$ cat src/rtl/stopwatch_ctrl_if.sv
// Stopwatch controller bus: debounced button pulses in, display and status out.
// Control pulses carry no valid/ready pair: each high cycle is one request and is always accepted.
interface stopwatch_ctrl_if;
    logic       start_stop;
    logic       lap_reset;
    logic [6:0] disp_cs;
    logic [5:0] disp_sec;
    logic [5:0] disp_min;
    logic       running;
    logic       frozen;
    logic       ovf;
    logic       tick;
    logic [1:0] state;

    modport master (
        output start_stop, lap_reset,
        input  disp_cs, disp_sec, disp_min, running, frozen, ovf, tick, state
    );

    modport slave (
        input  start_stop, lap_reset,
        output disp_cs, disp_sec, disp_min, running, frozen, ovf, tick, state
    );
endinterface

$ cat src/rtl/stopwatch_ctrl.sv
// Stopwatch controller: centisecond prescaler, mm:ss.cc count chain, start/stop/lap/clear FSM.
// Define SW_LAP_EN to build the LAP state and lap capture registers.
module stopwatch_ctrl #(
    parameter int TICK_DIV = 1000000,
    parameter int CNT_W    = 20
) (
    input logic clk,
    input logic rst,
    stopwatch_ctrl_if.slave bus
);
    typedef enum logic [1:0] {
        IDLE  = 2'd0,
        RUN   = 2'd1,
        LAP   = 2'd2,
        PAUSE = 2'd3
    } state_t;

    localparam logic [CNT_W-1:0] LAST = CNT_W'(TICK_DIV - 1);

    state_t           state_q;
    logic [CNT_W-1:0] presc_q;
    logic [6:0]       cs_q, cs_n;
    logic [5:0]       sec_q, sec_n;
    logic [5:0]       min_q, min_n;
    logic             wrap;
    logic             ovf_q;
    logic             running_q;
    logic             tick_w;

    // running_q mirrors RUN||LAP, so the prescaler only advances while counting.
    assign tick_w = running_q && (presc_q == LAST);

    always_comb begin
        cs_n  = cs_q;
        sec_n = sec_q;
        min_n = min_q;
        wrap  = 1'b0;
        if (tick_w) begin
            if (cs_q == 7'd99) begin
                cs_n = 7'd0;
                if (sec_q == 6'd59) begin
                    sec_n = 6'd0;
                    if (min_q == 6'd59) begin
                        min_n = 6'd0;
                        wrap  = 1'b1;
                    end else begin
                        min_n = min_q + 6'd1;
                    end
                end else begin
                    sec_n = sec_q + 6'd1;
                end
            end else begin
                cs_n = cs_q + 7'd1;
            end
        end
    end

`ifdef SW_LAP_EN
    logic [6:0] lap_cs_q;
    logic [5:0] lap_sec_q;
    logic [5:0] lap_min_q;
    logic       frozen_q;

    always_ff @(posedge clk) begin
        if (rst) begin
            state_q   <= IDLE;
            presc_q   <= '0;
            cs_q      <= '0;
            sec_q     <= '0;
            min_q     <= '0;
            ovf_q     <= 1'b0;
            running_q <= 1'b0;
            frozen_q  <= 1'b0;
            lap_cs_q  <= '0;
            lap_sec_q <= '0;
            lap_min_q <= '0;
        end else begin
            if (running_q) presc_q <= tick_w ? '0 : presc_q + 1'b1;
            cs_q  <= cs_n;
            sec_q <= sec_n;
            min_q <= min_n;
            if (wrap) ovf_q <= 1'b1;
            case (state_q)
                IDLE: begin
                    if (bus.start_stop) begin
                        state_q   <= RUN;
                        running_q <= 1'b1;
                    end
                end
                RUN, LAP: begin
                    if (bus.start_stop) begin
                        state_q   <= PAUSE;
                        running_q <= 1'b0;
                        frozen_q  <= 1'b0;
                    end else if (bus.lap_reset) begin
                        // Capture takes the post-tick value when the pulse lands on a tick.
                        state_q   <= LAP;
                        frozen_q  <= 1'b1;
                        lap_cs_q  <= cs_n;
                        lap_sec_q <= sec_n;
                        lap_min_q <= min_n;
                    end
                end
                PAUSE: begin
                    if (bus.start_stop) begin
                        state_q   <= RUN;
                        running_q <= 1'b1;
                    end else if (bus.lap_reset) begin
                        state_q   <= IDLE;
                        presc_q   <= '0;
                        cs_q      <= '0;
                        sec_q     <= '0;
                        min_q     <= '0;
                        ovf_q     <= 1'b0;
                        lap_cs_q  <= '0;
                        lap_sec_q <= '0;
                        lap_min_q <= '0;
                    end
                end
                default: state_q <= IDLE;
            endcase
        end
    end

    assign bus.disp_cs  = frozen_q ? lap_cs_q  : cs_q;
    assign bus.disp_sec = frozen_q ? lap_sec_q : sec_q;
    assign bus.disp_min = frozen_q ? lap_min_q : min_q;
    assign bus.frozen   = frozen_q;
`else
    always_ff @(posedge clk) begin
        if (rst) begin
            state_q   <= IDLE;
            presc_q   <= '0;
            cs_q      <= '0;
            sec_q     <= '0;
            min_q     <= '0;
            ovf_q     <= 1'b0;
            running_q <= 1'b0;
        end else begin
            if (running_q) presc_q <= tick_w ? '0 : presc_q + 1'b1;
            cs_q  <= cs_n;
            sec_q <= sec_n;
            min_q <= min_n;
            if (wrap) ovf_q <= 1'b1;
            case (state_q)
                IDLE: begin
                    if (bus.start_stop) begin
                        state_q   <= RUN;
                        running_q <= 1'b1;
                    end
                end
                RUN: begin
                    if (bus.start_stop) begin
                        state_q   <= PAUSE;
                        running_q <= 1'b0;
                    end
                end
                PAUSE: begin
                    if (bus.start_stop) begin
                        state_q   <= RUN;
                        running_q <= 1'b1;
                    end else if (bus.lap_reset) begin
                        state_q <= IDLE;
                        presc_q <= '0;
                        cs_q    <= '0;
                        sec_q   <= '0;
                        min_q   <= '0;
                        ovf_q   <= 1'b0;
                    end
                end
                default: state_q <= IDLE;
            endcase
        end
    end

    assign bus.disp_cs  = cs_q;
    assign bus.disp_sec = sec_q;
    assign bus.disp_min = min_q;
    assign bus.frozen   = 1'b0;
`endif

    assign bus.running = running_q;
    assign bus.ovf     = ovf_q;
    assign bus.tick    = tick_w;
    assign bus.state   = state_q;
endmodule

$ cat src/flat_wrapper.sv
// flat-port wrapper written by rule: the top's interface ports become plain ports
module stopwatch_ctrl_flat 
#(
    parameter int TICK_DIV = 1000000,
    parameter int CNT_W    = 20
)
  (clk, rst, bus_start_stop, bus_lap_reset, bus_disp_cs, bus_disp_sec, bus_disp_min, bus_running, bus_frozen, bus_ovf, bus_tick, bus_state);
  stopwatch_ctrl_if bus_i ();
  input logic clk;
  input logic rst;
  input wire logic [$bits(bus_i.start_stop)-1:0] bus_start_stop;
  input wire logic [$bits(bus_i.lap_reset)-1:0] bus_lap_reset;
  output wire logic [$bits(bus_i.disp_cs)-1:0] bus_disp_cs;
  output wire logic [$bits(bus_i.disp_sec)-1:0] bus_disp_sec;
  output wire logic [$bits(bus_i.disp_min)-1:0] bus_disp_min;
  output wire logic [$bits(bus_i.running)-1:0] bus_running;
  output wire logic [$bits(bus_i.frozen)-1:0] bus_frozen;
  output wire logic [$bits(bus_i.ovf)-1:0] bus_ovf;
  output wire logic [$bits(bus_i.tick)-1:0] bus_tick;
  output wire logic [$bits(bus_i.state)-1:0] bus_state;
  assign bus_i.start_stop = bus_start_stop;
  assign bus_i.lap_reset = bus_lap_reset;
  assign bus_disp_cs = bus_i.disp_cs;
  assign bus_disp_sec = bus_i.disp_sec;
  assign bus_disp_min = bus_i.disp_min;
  assign bus_running = bus_i.running;
  assign bus_frozen = bus_i.frozen;
  assign bus_ovf = bus_i.ovf;
  assign bus_tick = bus_i.tick;
  assign bus_state = bus_i.state;
  stopwatch_ctrl #(.TICK_DIV(TICK_DIV), .CNT_W(CNT_W)) u_core (.clk(clk), .rst(rst), .bus(bus_i));
endmodule
$ cat config.mk
export PLATFORM = sky130hd
export DESIGN_NAME = stopwatch_ctrl_flat
export DESIGN_NICKNAME = d
export VERILOG_FILES = /design/src/rtl/stopwatch_ctrl_if.sv /design/src/rtl/stopwatch_ctrl.sv /design/src/flat_wrapper.sv
export SDC_FILE = /design/constraint.sdc
export NUM_CORES = 1
export LEC_CHECK = 0
export ABC_AREA = 1
export BUFFER_PORTS_ARGS = -buffer_cell sky130_fd_sc_hd__buf_2
export CELL_PAD_IN_SITES_DETAIL_PLACEMENT = 0
export CELL_PAD_IN_SITES_GLOBAL_PLACEMENT = 1
export CORE_MARGIN = 3
export CORE_UTILIZATION = 44
export DETAILED_ROUTE_END_ITERATION = 8
export PLACE_DENSITY = 0.94
export SLEW_MARGIN = 30
export SYNTH_ARGS = -nofsm -noshare
export SYNTH_HDL_FRONTEND = slang
export SYNTH_SLANG_ARGS = --single-unit
$ cat constraint.sdc
create_clock -name clk -period 3.05 [get_ports clk]
set_clock_uncertainty 0.15 [all_clocks]
set_input_delay 0.61 -clock clk [delete_from_list [all_inputs] [get_ports clk]]
set_output_delay 0.61 -clock clk [all_outputs]
set_load 0.005 [all_outputs]
Word level (Yosys, flattened, before mapping)
Index checks and enable logic that the tools add are counted.

Add/subtract/negate cells: 4. Equality and inequality tests: 10. Multiplexer cells: 39. Reductions and logical operators: 6.

Operators by type and width (number): $mux W20 (5); $mux W6 (13); $mux W7 (5); $add A20 B1 Y20 const B (1); $eq A20 B20 Y1 const B (1); $add A6 B1 Y6 const B (2); $eq A6 B6 Y1 const B (2); $mux W1 (10); $mux W2 (4); $add A7 B1 Y7 const B (1); $eq A7 B7 Y1 const B (1); $pmux W2 S3 (1); $reduce_and A3 Y1 (2); $ne A2 B2 Y1 const B (2); $ne A3 B3 Y1 const B (1); $eq A2 B1 Y1 const B (1); $eq A2 B2 Y1 const B (1); $logic_not A2 Y1 (1); $ne A2 B1 Y1 const B (1); $pmux W1 S2 (1); $reduce_bool A2 Y1 (1); $reduce_or A2 Y1 (1); $logic_and A1 B1 Y1 (1).

Register bits after elaboration: 43. Input port bits: 4. Output and inout port bits: 25. Logic and storage cells: 66.

Longest topological paths before layout
Gate-level depths: netlist of the first run.

Depth in word-level cells: 9. Depth in mapped cells: 11. Mapped depth without buffers: 11.

Worst setup path after synthesis of the first run
No wires, ideal clock.

Kind: register -> output. From: reg u_core.presc_q[0]. To: out bus_tick. Data arrival time: 1.081 ns. Data required time: 2.290 ns. Path slack: 1.209 ns. Cell stages (with the launch flop): 6. Buffers on the path: 0. Cells stage by stage: dfxtp_1 ha_1 nand3_4 nor2_8 nand3_4 inv_2.

Longest elaborated chain between the ends: 2.

RTL lines: from (decl) (RTL line stopwatch_ctrl.sv:21) `logic [CNT_W-1:0] presc_q;`; from (signal assigned) (RTL line stopwatch_ctrl.sv:140) `if (running_q) presc_q <= tick_w ? '0 : presc_q + 1'b1;`; $eq A20 B20 Y1 (RTL line stopwatch_ctrl.sv:31) `assign tick_w = running_q && (presc_q == LAST);`; $logic_and A1 B1 Y1 (RTL line stopwatch_ctrl.sv:31); to (decl) (RTL line flat_wrapper.sv:19) `output wire logic [$bits(bus_i.tick)-1:0] bus_tick;`.

No other way between the ends.

Worst setup path in the final report of the first run
Ends and elaborated chain as after synthesis.

==> flow_metrics.py, run 1 <==
metrics = {
    "power": {
        "p_seq_frac": 0.538,
        "swShare": 0.229,
        "p_int_mw": 0.830,
        "peakVddDrop_v": 0.000211,
        "power.leakage_nw": 1.36,
        "power_mw": 1.08,
        "comb_power_share": 0.055,
        "p_per_area_nw_per_um2": 370,
        "clkPwrFrac": 0.407,
        "p_switching_mw": 0.246,
    },
    "sta": {
        "final_max_slew_viol_count": 0,
        "rsz0062_at_grt": "false",
        "setup_tns_ns": 0,
        "fin_crit_sh": 0.780,
        "fmax_mhz": 420,
        "setup_viol": 0,
        "hold_violations": 0,
        "final.min_clock_period_ns": 2.38,
    },
    "yosys": {
        "yosys_most_used_dff": "dfxtp_1",
        "ys_async_sr_fraction": 0,
        "yosys_warnings": 0,
        "synth_top_family_by_area": "simple AND/OR/NAND/NOR gates",
        "synth-adder-area-share": 0.0336,
        "synth_xor_area_frac": 0.0269,
        "synthSimpleGateAreaFrac": 0.458,
        "synth_cell_types": 28,
        "synth_area_leaders": "dfxtp_1 33%, nand2_1 16%, nor2_1 12%, inv_1 7.9%, nand3_1 5.4%",
        "synth_edf_count": 0,
        "synth_top_area_share": 0.330,
        "syn_area_sq_um": 2610,
        "syn_area_per_cell_sq_um": 6.30,
        "yosys-top-cells-count": "113 x nand2_1, 83 x nor2_1, 55 x inv_1",
        "ys_ff_latch": 43,
        "syn_nets": 425,
        "yosys-mux-area-fraction": 0,
        "yosysMostFrequentCell": "nand2_1",
        "syn_inst": 414,
        "ys_seq_area_frac": 0.330,
        "yosysTopAreaCell": "dfxtp_1",
        "synth_compound_area_frac": 0.0528,
    },
    "die": {
        "fp.dieW_um": 83,
        "core_area_sq_um": 5610,
        "dieArea_sq_um": 6890,
        "boundaryPins": 29,
        "fp-row-count": 27,
        "die_h_um": 83,
        "initial_core_util": 0.465,
    },
    "routing": {
        "drtIter0Drc": 149,
        "drc": 0,
        "ant_nets": 0,
        "wl_um": 5890,
        "dr.pass1.iters": 4,
        "num_vias": 2520,
        "via_per_inst": 4.87,
        "wl_per_cell_um": 11.4,
    },
    "final_layout": {
        "antenna_cells": 0,
        "syn_to_final_growth_pct": 11.7,
        "nets": 456,
        "post-route-util": 0.520,
        "drive_above_1_share": 0.117,
    },
    "hold_path": {
        "holdPathStages": 2,
        "hold_class": "flip-flop to flip-flop",
        "hold_path_startpoint": "u_core.bus.ovf",
    },
    "cts": {
        "cts_tree": "yes",
        "h-tree-depth": 2,
        "cts_resized": 0,
        "cts_sinks": 43,
        "clockBufferDepth": 2,
        "root_buffer": "clkbuf_8",
        "post_cts_buffers": 0,
        "clk_latency_ns": 0.29,
        "clk_pin_slew_ns": 0.08,
        "cts_made_buffers": 5,
        "ctsHoldBuffers": 0,
    },
    "global_route": {
        "gr-usage-all-layers": 0.180,
        "antenna_found_initial": 0,
        "grt_pass1_wl_um": 10400,
        "grt_pass1_vias": 2337,
        "grt_max_degree": 17,
        "grt-ovfl-total": 0,
    },
    "setup_path": {
        "timing.critical_path.required_ns": 2.29,
        "startpoint_type": "flip-flop",
        "critPathMaxFanout": 8,
        "crit_type": "flip-flop to output port",
        "critPathCaptureType": "output port",
        "crit_path_start": "u_core.presc_q[0]",
        "r2r_start": "u_core.bus.disp_cs[0]",
        "cp.arrival_ns": 1.62,
        "ff2ff_path_depth": 8,
    },
    "outcome": {
        "status": "complete, no violations",
    },
    "job": {
        "maxCapViolCount": 0,
    },
    "placement": {
        "gp_congestion": 0.804,
        "io_buffers": 27,
        "place_hpwl_um": 4570,
    },
}
[registers in the layout, summed over array words and instances, names as in the netlist]
register,cells
u_core.bus.disp_cs,7
u_core.bus.disp_sec,6
u_core.bus.ovf,1
u_core.bus.running,1
u_core.bus.state,2
u_core.presc_q,20
u_core.bus.disp_min,6
[power by group through the flow]
stage / Sequential, mW / Clock, mW / Combinational, mW
global route: 0.581 / 0.482 / 0.0686
detailed placement: 0.593 / 0 / 0.0597
global placement: 0.593 / 0 / 0.0588
floorplan: 0.588 / 0 / 0.0469
finish: 0.580 / 0.438 / 0.0594
CTS: 0.579 / 0.450 / 0.0601
[cell usage in the layout (no fill, tap or decap), types with 4 or more instances in the layout]
cell type / count
nand2_1: 113
nor2_1: 83
inv_1: 55
dfxtp_1: 43
nand3_1: 28
buf_2: 27
nand4_1: 15
a21oi_1: 13
nor3_1: 11
o21ai_0: 9
ha_1: 7
inv_2: 5
clkbuf_8: 5
xor2_1: 4
xnor2_1: 4
[layout make-up]
type                    instances  area (sq um)
repair buffers                 27           135
clock inverters                 1          30.0
clock buffers                   6          72.6
well taps                      72          90.1
multi-input cells             307          1490
fillers                       622          2690
flip-flops and latches         43           861
inverters                      61           231
[path summary, 6_finish.rpt]
kind	endpoint	slack [ns]
max reg2reg	u_core.bus.disp_min[2]	1.16
min reg2reg	u_core.bus.ovf	0.32
min	u_core.bus.ovf	0.32
max	bus_tick	0.67
[per-layer routing]
layer / GRT usage / up-vias / routed length (um) / share of wire
met5: 0 / - / 0 / 0
met4: 0.0639 / 0 / 91 / 0.015
li1: - / 1355 / - / -
met1: 0.233 / 1098 / 2890 / 0.49
met2: 0.292 / 59 / 2640 / 0.45
met3: 0.0437 / 8 / 271 / 0.046
[cells by family (layout without fill, tap and decap cells)]
family                     count (synthesis)  after routing
AOI/OAI and AO/OA                         26             26
xor gates and xnor gates                   8              8
adders and majority gates                  7              7
buffers and inverters                     64             95
DFF                                       43             43
other                                      1              1
and+or+nand+nor                          265            265
[critical path, stage by stage, from the launching register on]
cell     delay (ns)
dfxtp_1        0.38
ha_1           0.24
nand3_4        0.12
nor2_8         0.18
nand3_4        0.16
inv_2          0.13
buf_2          0.12
[through the flow]
| step | std cells | area [sq um] | setup slack [ns] | hold slack, ns |
|---|---|---|---|---|
| 2_1_floorplan | 414 | 2610 | 1.21 | 0.298 |
| 3_3_place_gp | 510 | 2810 | 1.02 | 0.300 |
| 3_5_place_dp | 510 | 2810 | 0.980 | 0.309 |
| 4_1_cts | 517 | 2910 | 0.652 | 0.324 |
| 5_1_grt | 517 | 2910 | 0.531 | 0.330 |
| 6_report | 517 | 2910 | 0.671 | 0.315 |
No activity file was read; power rests on OpenSTA's default activity.
==> inputs of run 2 (changes only) <==
ABC_AREA = 0   (was 1)
CORE_UTILIZATION = 38   (was 44)
PLACE_DENSITY = 0.83   (was 0.94)
clock period = 1.93 ns   (was 3.05 ns; I/O delays follow)
==> run 2 against run 1 <==
The run now ends with negative setup slack left. First-iteration DRC count shrank 60%. Count of clock-buffer cells in the layout grew 2. Worst hold slack lost 0.16 ns. Via count shrank 20%. Flip-flop and latch count is the same. Die area shrank 5.7%. Critical path depth shrank 2. Wire length shrank 13%. Final cell count shrank 24%. Power grew 55%. Largest power group unchanged.
==> flow_metrics.py, run 2 <==
metrics = {
    "global_route": {
        "grt_max_degree": 13,
        "grt_pass1_vias": 1901,
        "gr-usage-all-layers": 0.171,
        "grt_pass1_wl_um": 8690,
        "antenna_found_initial": 0,
        "grt-ovfl-total": 0,
    },
    "placement": {
        "place_hpwl_um": 3500,
        "io_buffers": 27,
        "postPlaceCellArea_sq_um": 2620,
        "gp_congestion": 0.789,
    },
    "yosys": {
        "syn_inst": 245,
        "yosysTopAreaCell": "dfxtp_1",
        "synth_top_family_by_area": "simple AND/OR/NAND/NOR gates",
        "syn_area_per_cell_sq_um": 8.63,
        "synth_top_area_share": 0.407,
        "synth_cell_types": 43,
        "ys_ff_latch": 43,
        "yosys-mux-area-fraction": 0.00947,
        "synthSimpleGateAreaFrac": 0.308,
        "synth_xor_area_frac": 0.0994,
        "synth-adder-area-share": 0.0414,
        "yosys_most_used_dff": "dfxtp_1",
        "synth_area_leaders": "dfxtp_1 41%, nor2_1 6.6%, xor2_1 5.8%, ha_1 4.1%, xnor2_1 4.1%",
        "yosys_warnings": 0,
        "synth_edf_count": 0,
        "ys_seq_area_frac": 0.407,
        "yosys-top-cells-count": "43 x dfxtp_1, 37 x nor2_1, 23 x nand2_1",
        "yosysMostFrequentCell": "dfxtp_1",
        "syn_area_sq_um": 2110,
        "synth_compound_area_frac": 0.106,
        "ys_async_sr_fraction": 0,
        "syn_nets": 256,
    },
    "sta": {
        "finalWorstSetupSlack_ns": -0.472,
        "setup_viol": 41,
        "timing.hold.ws_ns": 0.157,
        "hold_violations": 0,
        "fmax_mhz": 416,
        "final.min_clock_period_ns": 2.40,
        "rsz0062_at_grt": "true",
        "final_max_slew_viol_count": 0,
        "fin_crit_sh": 1.24,
    },
    "setup_path": {
        "cp.arrival_ns": 1.87,
        "critPathCaptureType": "output port",
        "cp_num_buf_inv": 1,
        "crit_type": "flip-flop to output port",
        "path_delay_family": "simple AND/OR/NAND/NOR gates",
        "cp_slowest_cell": "or4_4",
        "crit_chain": "or4_4 > or4_1 > nor2_1 > buf_2",
        "timing.critical_path.required_ns": 1.39,
        "slowest_delay_ns": 0.53,
        "startpoint_type": "flip-flop",
        "critPathMaxFanout": 2,
    },
    "cts": {
        "cts_sinks": 43,
        "cts_tree": "yes",
        "clockBufferDepth": 2,
        "root_buffer": "clkbuf_8",
        "cts_made_buffers": 5,
        "h-tree-depth": 2,
        "clk_latency_ns": 0.29,
        "clk_pin_slew_ns": 0.08,
        "ctsHoldBuffers": 0,
    },
    "job": {
        "maxCapViolCount": 0,
    },
    "final_layout": {
        "syn_to_final_growth_pct": 40.7,
        "layout_common_cells": "39 x buf_4, 39 x dfxtp_1, 37 x nor2_1",
        "nets": 334,
        "largest_register": "u_core.presc_q",
        "final_cell_area_sq_um": 2980,
        "antenna_cells": 0,
        "drive_above_1_share": 0.355,
        "post-route-util": 0.568,
        "largest_reg_flops": 20,
    },
    "die": {
        "fp.dieW_um": 80.6,
        "initial_core_util": 0.404,
        "die_h_um": 80.6,
        "boundaryPins": 29,
        "fp-row-count": 26,
        "dieArea_sq_um": 6500,
        "core_area_sq_um": 5240,
    },
    "outcome": {
        "status": "finished, violations left",
        "violations": "negative setup slack",
    },
    "routing": {
        "via_per_inst": 5.13,
        "ant_nets": 0,
        "dr.pass1.iters": 4,
        "wl_um": 5140,
        "drtIter0Drc": 59,
        "num_vias": 2023,
        "drc": 0,
        "wl_per_cell_um": 13.1,
    },
    "power": {
        "p_per_area_nw_per_um2": 559,
        "power.leakage_nw": 1.27,
        "peakVddDrop_v": 0.000340,
    },
    "hold_path": {
        "hold_class": "input pin to flip-flop",
    },
}
run 2: per-stage QoR:
step / instances / setup WS (ns) / total power [mW] / TNS [ns]
final: 394 / -0.472 / 1.66 / -10.28
after global routing: 394 / -0.543 / 1.74 / -13.72
after CTS: 389 / -0.479 / 1.68 / -10.26
after detailed placement: 372 / -0.234 / 1.04 / -4.17
after global placement: 372 / -0.178 / 1.04 / -3.11
after floorplan: 245 / -0.110 / 1.00 / -1.53
run 2: cell type report:
| cell class | count | area, sq um |
|---|---|---|
| multi-input combinational | 192 | 1310 |
| clock buffer | 8 | 100 |
| tap | 70 | 87.6 |
| inverter | 3 | 11.3 |
| timing repair buffer | 78 | 597 |
| fill | 465 | 2260 |
| sequential | 43 | 866 |
run 2: routing by layer:
layer  vias up  routed length, um  GRT usage  part of all wire
met3         7                171     0.0348             0.033
li1       1028                  -          -                 -
met2        38               2480      0.286              0.48
met5         -                  0          0                 0
met1       950               2390      0.212              0.46
met4         0                 94     0.0709             0.018
run 2: final timing paths:
| kind | from | depth (start not counted) | slack [ns] | endpoint |
|---|---|---|---|---|
| worst max-delay path | u_core.presc_q[13] | 4 | -0.47 | bus_tick |
| worst min-delay path | rst | 2 | 0.16 | u_core.bus.running |
| worst min register to register | u_core.bus.ovf | 2 | 0.33 | u_core.bus.ovf |
| worst max register to register | u_core.presc_q[13] | 8 | -0.36 | u_core.bus.disp_sec[0] |
run 2: kinds of logic after synthesis:
kind of cell | count (synthesis)
other | 1
muxes | 2
AOI/OAI and AO/OA | 33
and+or+nand+nor | 124
buffers and inverters | 11
xor gates and xnor gates | 24
DFF | 43
adders and majority gates | 7
run 2: report_power, final:
part	internal, mW	total [mW]	leakage [nW]	switching (mW)
registers	0.899	0.906	0.349	0.00757
clock network	0.327	0.621	0.0515	0.294
logic	0.0694	0.138	0.874	0.0682
total	1.29	1.66	1.27	0.370
run 2: timing repair:
action / in CTS / in global routing
buffers inserted: 7 / 5
resized for setup: 19 / 10
setup endpoints to repair: 41 / 41
pin swaps: 13 / 11
hold endpoints to repair: 0 / 0
cloned: 2 / 0
==> inputs of run 3 (changes only) <==
ABC_AREA = 1   (was 0)
CORE_ASPECT_RATIO = 1.25   (was default)
CORE_UTILIZATION = 37   (was 38)
PLACE_DENSITY = 0.85   (was 0.83)
SLEW_MARGIN = 40   (was 30)
==> run 3 against run 2 <==
Clock power is 5.5% lower. Critical endpoint unchanged. Count of clock-buffer cells in the layout is 2 lower. Setup slack better by 0.53 ns. Largest power group unchanged. The run now ends clean. Largest cell class unchanged. Sequential power is 0.9% higher. Maximum frequency is 28% higher. Die area is 25% higher. Register-to-register slack better by 0.46 ns. Power is 3.2% lower.
==> flow_metrics.py, run 3 (same netlist as run 1, synthesis figures left out) <==
metrics = {
    "outcome": {
        "status": "complete, no violations",
    },
    "routing": {
        "drc": 0,
        "wl_met3_um": 301,
        "ant_nets": 0,
        "drtIter0Drc": 119,
        "met1_length_um": 2710,
        "top_layer_used": "met4",
        "wl_met2_um": 3240,
        "via_per_inst": 4.74,
        "wl_um": 6340,
        "num_vias": 2605,
        "wl_per_cell_um": 11.6,
        "dr.pass1.iters": 4,
    },
    "die": {
        "dieArea_sq_um": 8100,
        "fp.dieW_um": 81.1,
        "die_h_um": 99.9,
        "initial_core_util": 0.390,
        "fp-row-count": 33,
        "core_area_sq_um": 6690,
        "boundaryPins": 29,
    },
    "setup_path": {
        "reg2reg_slack_ns": 0.10,
        "crit_type": "flip-flop to output port",
        "timing.critical_path.required_ns": 1.39,
        "startpoint_type": "flip-flop",
        "critPathMaxFanout": 4,
        "critPathCaptureType": "output port",
        "cp.arrival_ns": 1.34,
    },
    "cts": {
        "clk_pin_slew_ns": 0.08,
        "clockBufferDepth": 2,
        "cts_made_buffers": 5,
        "h-tree-depth": 2,
        "clk_latency_ns": 0.29,
        "cts_sinks": 43,
        "ctsHoldBuffers": 0,
        "cts_tree": "yes",
        "root_buffer": "clkbuf_8",
    },
    "global_route": {
        "grt_max_degree": 14,
        "antenna_found_initial": 0,
        "grt_pass1_vias": 2449,
        "grt_pass1_wl_um": 10700,
        "gr-usage-all-layers": 0.165,
        "grt-ovfl-total": 0,
    },
    "placement": {
        "gp_congestion": 0.854,
        "io_buffers": 27,
        "place_hpwl_um": 4940,
        "dp_slack_ns": 0.0952,
    },
    "final_layout": {
        "drive_above_1_share": 0.180,
        "nets": 473,
        "largest_register": "u_core.presc_q",
        "largest_reg_flops": 20,
        "final_common_cell": "nand2_1",
        "antenna_cells": 0,
        "syn_to_final_growth_pct": 18.6,
        "layout_common_cells": "111 x nand2_1, 81 x nor2_1, 54 x inv_1",
    },
    "power": {
        "p_per_area_nw_per_um2": 521,
        "power.leakage_nw": 1.44,
        "peakVddDrop_v": 0.000354,
        "power_mw": 1.61,
    },
    "sta": {
        "hold_violations": 0,
        "final_max_slew_viol_count": 0,
        "fin_crit_sh": 0.970,
        "setup_viol": 0,
        "fmax_mhz": 534,
        "finalWorstSetupSlack_ns": 0.0588,
        "setup_tns_ns": 0,
        "final.min_clock_period_ns": 1.87,
    },
    "job": {
        "maxCapViolCount": 0,
    },
    "hold_path": {
        "hold_class": "input pin to flip-flop",
    },
}
run 3: cell types whose count changed in the layout (fill, tap and decap cells not counted), sizes merged, moves of 9 or more:
| cell | change |
|---|---|
| and3 | -9 |
| buf | -34 |
| inv | +58 |
| nand2 | +91 |
| nand3 | +16 |
| nor2 | +51 |
| xor2 | -10 |
run 3: routing by layer:
layer,global-route usage,up-vias
li1,-,1390
met1,0.196,1160
met2,0.290,45
met3,0.0377,10
met4,0.0546,0
met5,0,-
run 3: layout make-up:
class | instances | area (sq um)
timing repair buffer | 44 | 263
multi-input combinational | 307 | 1530
tap | 87 | 109
clock buffer | 6 | 82.6
fill | 731 | 3590
sequential | 43 | 875
inverter | 61 | 234
clock inverter | 1 | 5.00
run 3: what timing repair did:
item / in CTS / in global routing
endpoints found under the setup margin: 1 / 1
pin swaps: 1 / 4
buffers inserted: 2 / 3
gates cloned: 0 / 0
resized for setup: 7 / 12
endpoints found under the hold margin: 0 / 0
run 3: through the flow:
stage | cells | hold WS, ns | utilization | instance area, sq um
floorplan | 414 | 0.298 | - | 2610
global placement | 537 | 0.287 | 0.437 | 2920
detailed placement | 537 | 0.285 | 0.437 | 2920
CTS | 546 | 0.110 | 0.455 | 3040
global route | 549 | 0.111 | 0.463 | 3090
finish | 549 | 0.112 | 0.463 | 3090
run 3: path summary, 6_finish.rpt:
check                     from            endpoint  depth (start not counted)
max          u_core.presc_q[0]            bus_tick                          6
min                        rst  u_core.bus.running                          2
max reg2reg  u_core.presc_q[0]   u_core.presc_q[0]                          9
min reg2reg     u_core.bus.ovf      u_core.bus.ovf                          2
run 3: power breakdown:
group | switching [mW] | internal, mW
clock network | 0.306 | 0.281
logic | 0.0661 | 0.0432
registers | 0.0171 | 0.897
total | 0.389 | 1.22
run 3: worst max-delay path, cell delays in order (launching register included):
cell	delay [ns]
dfxtp_2	0.38
ha_4	0.16
nand3_4	0.11
nor2_8	0.15
nand3_4	0.09
inv_4	0.06
buf_2	0.10
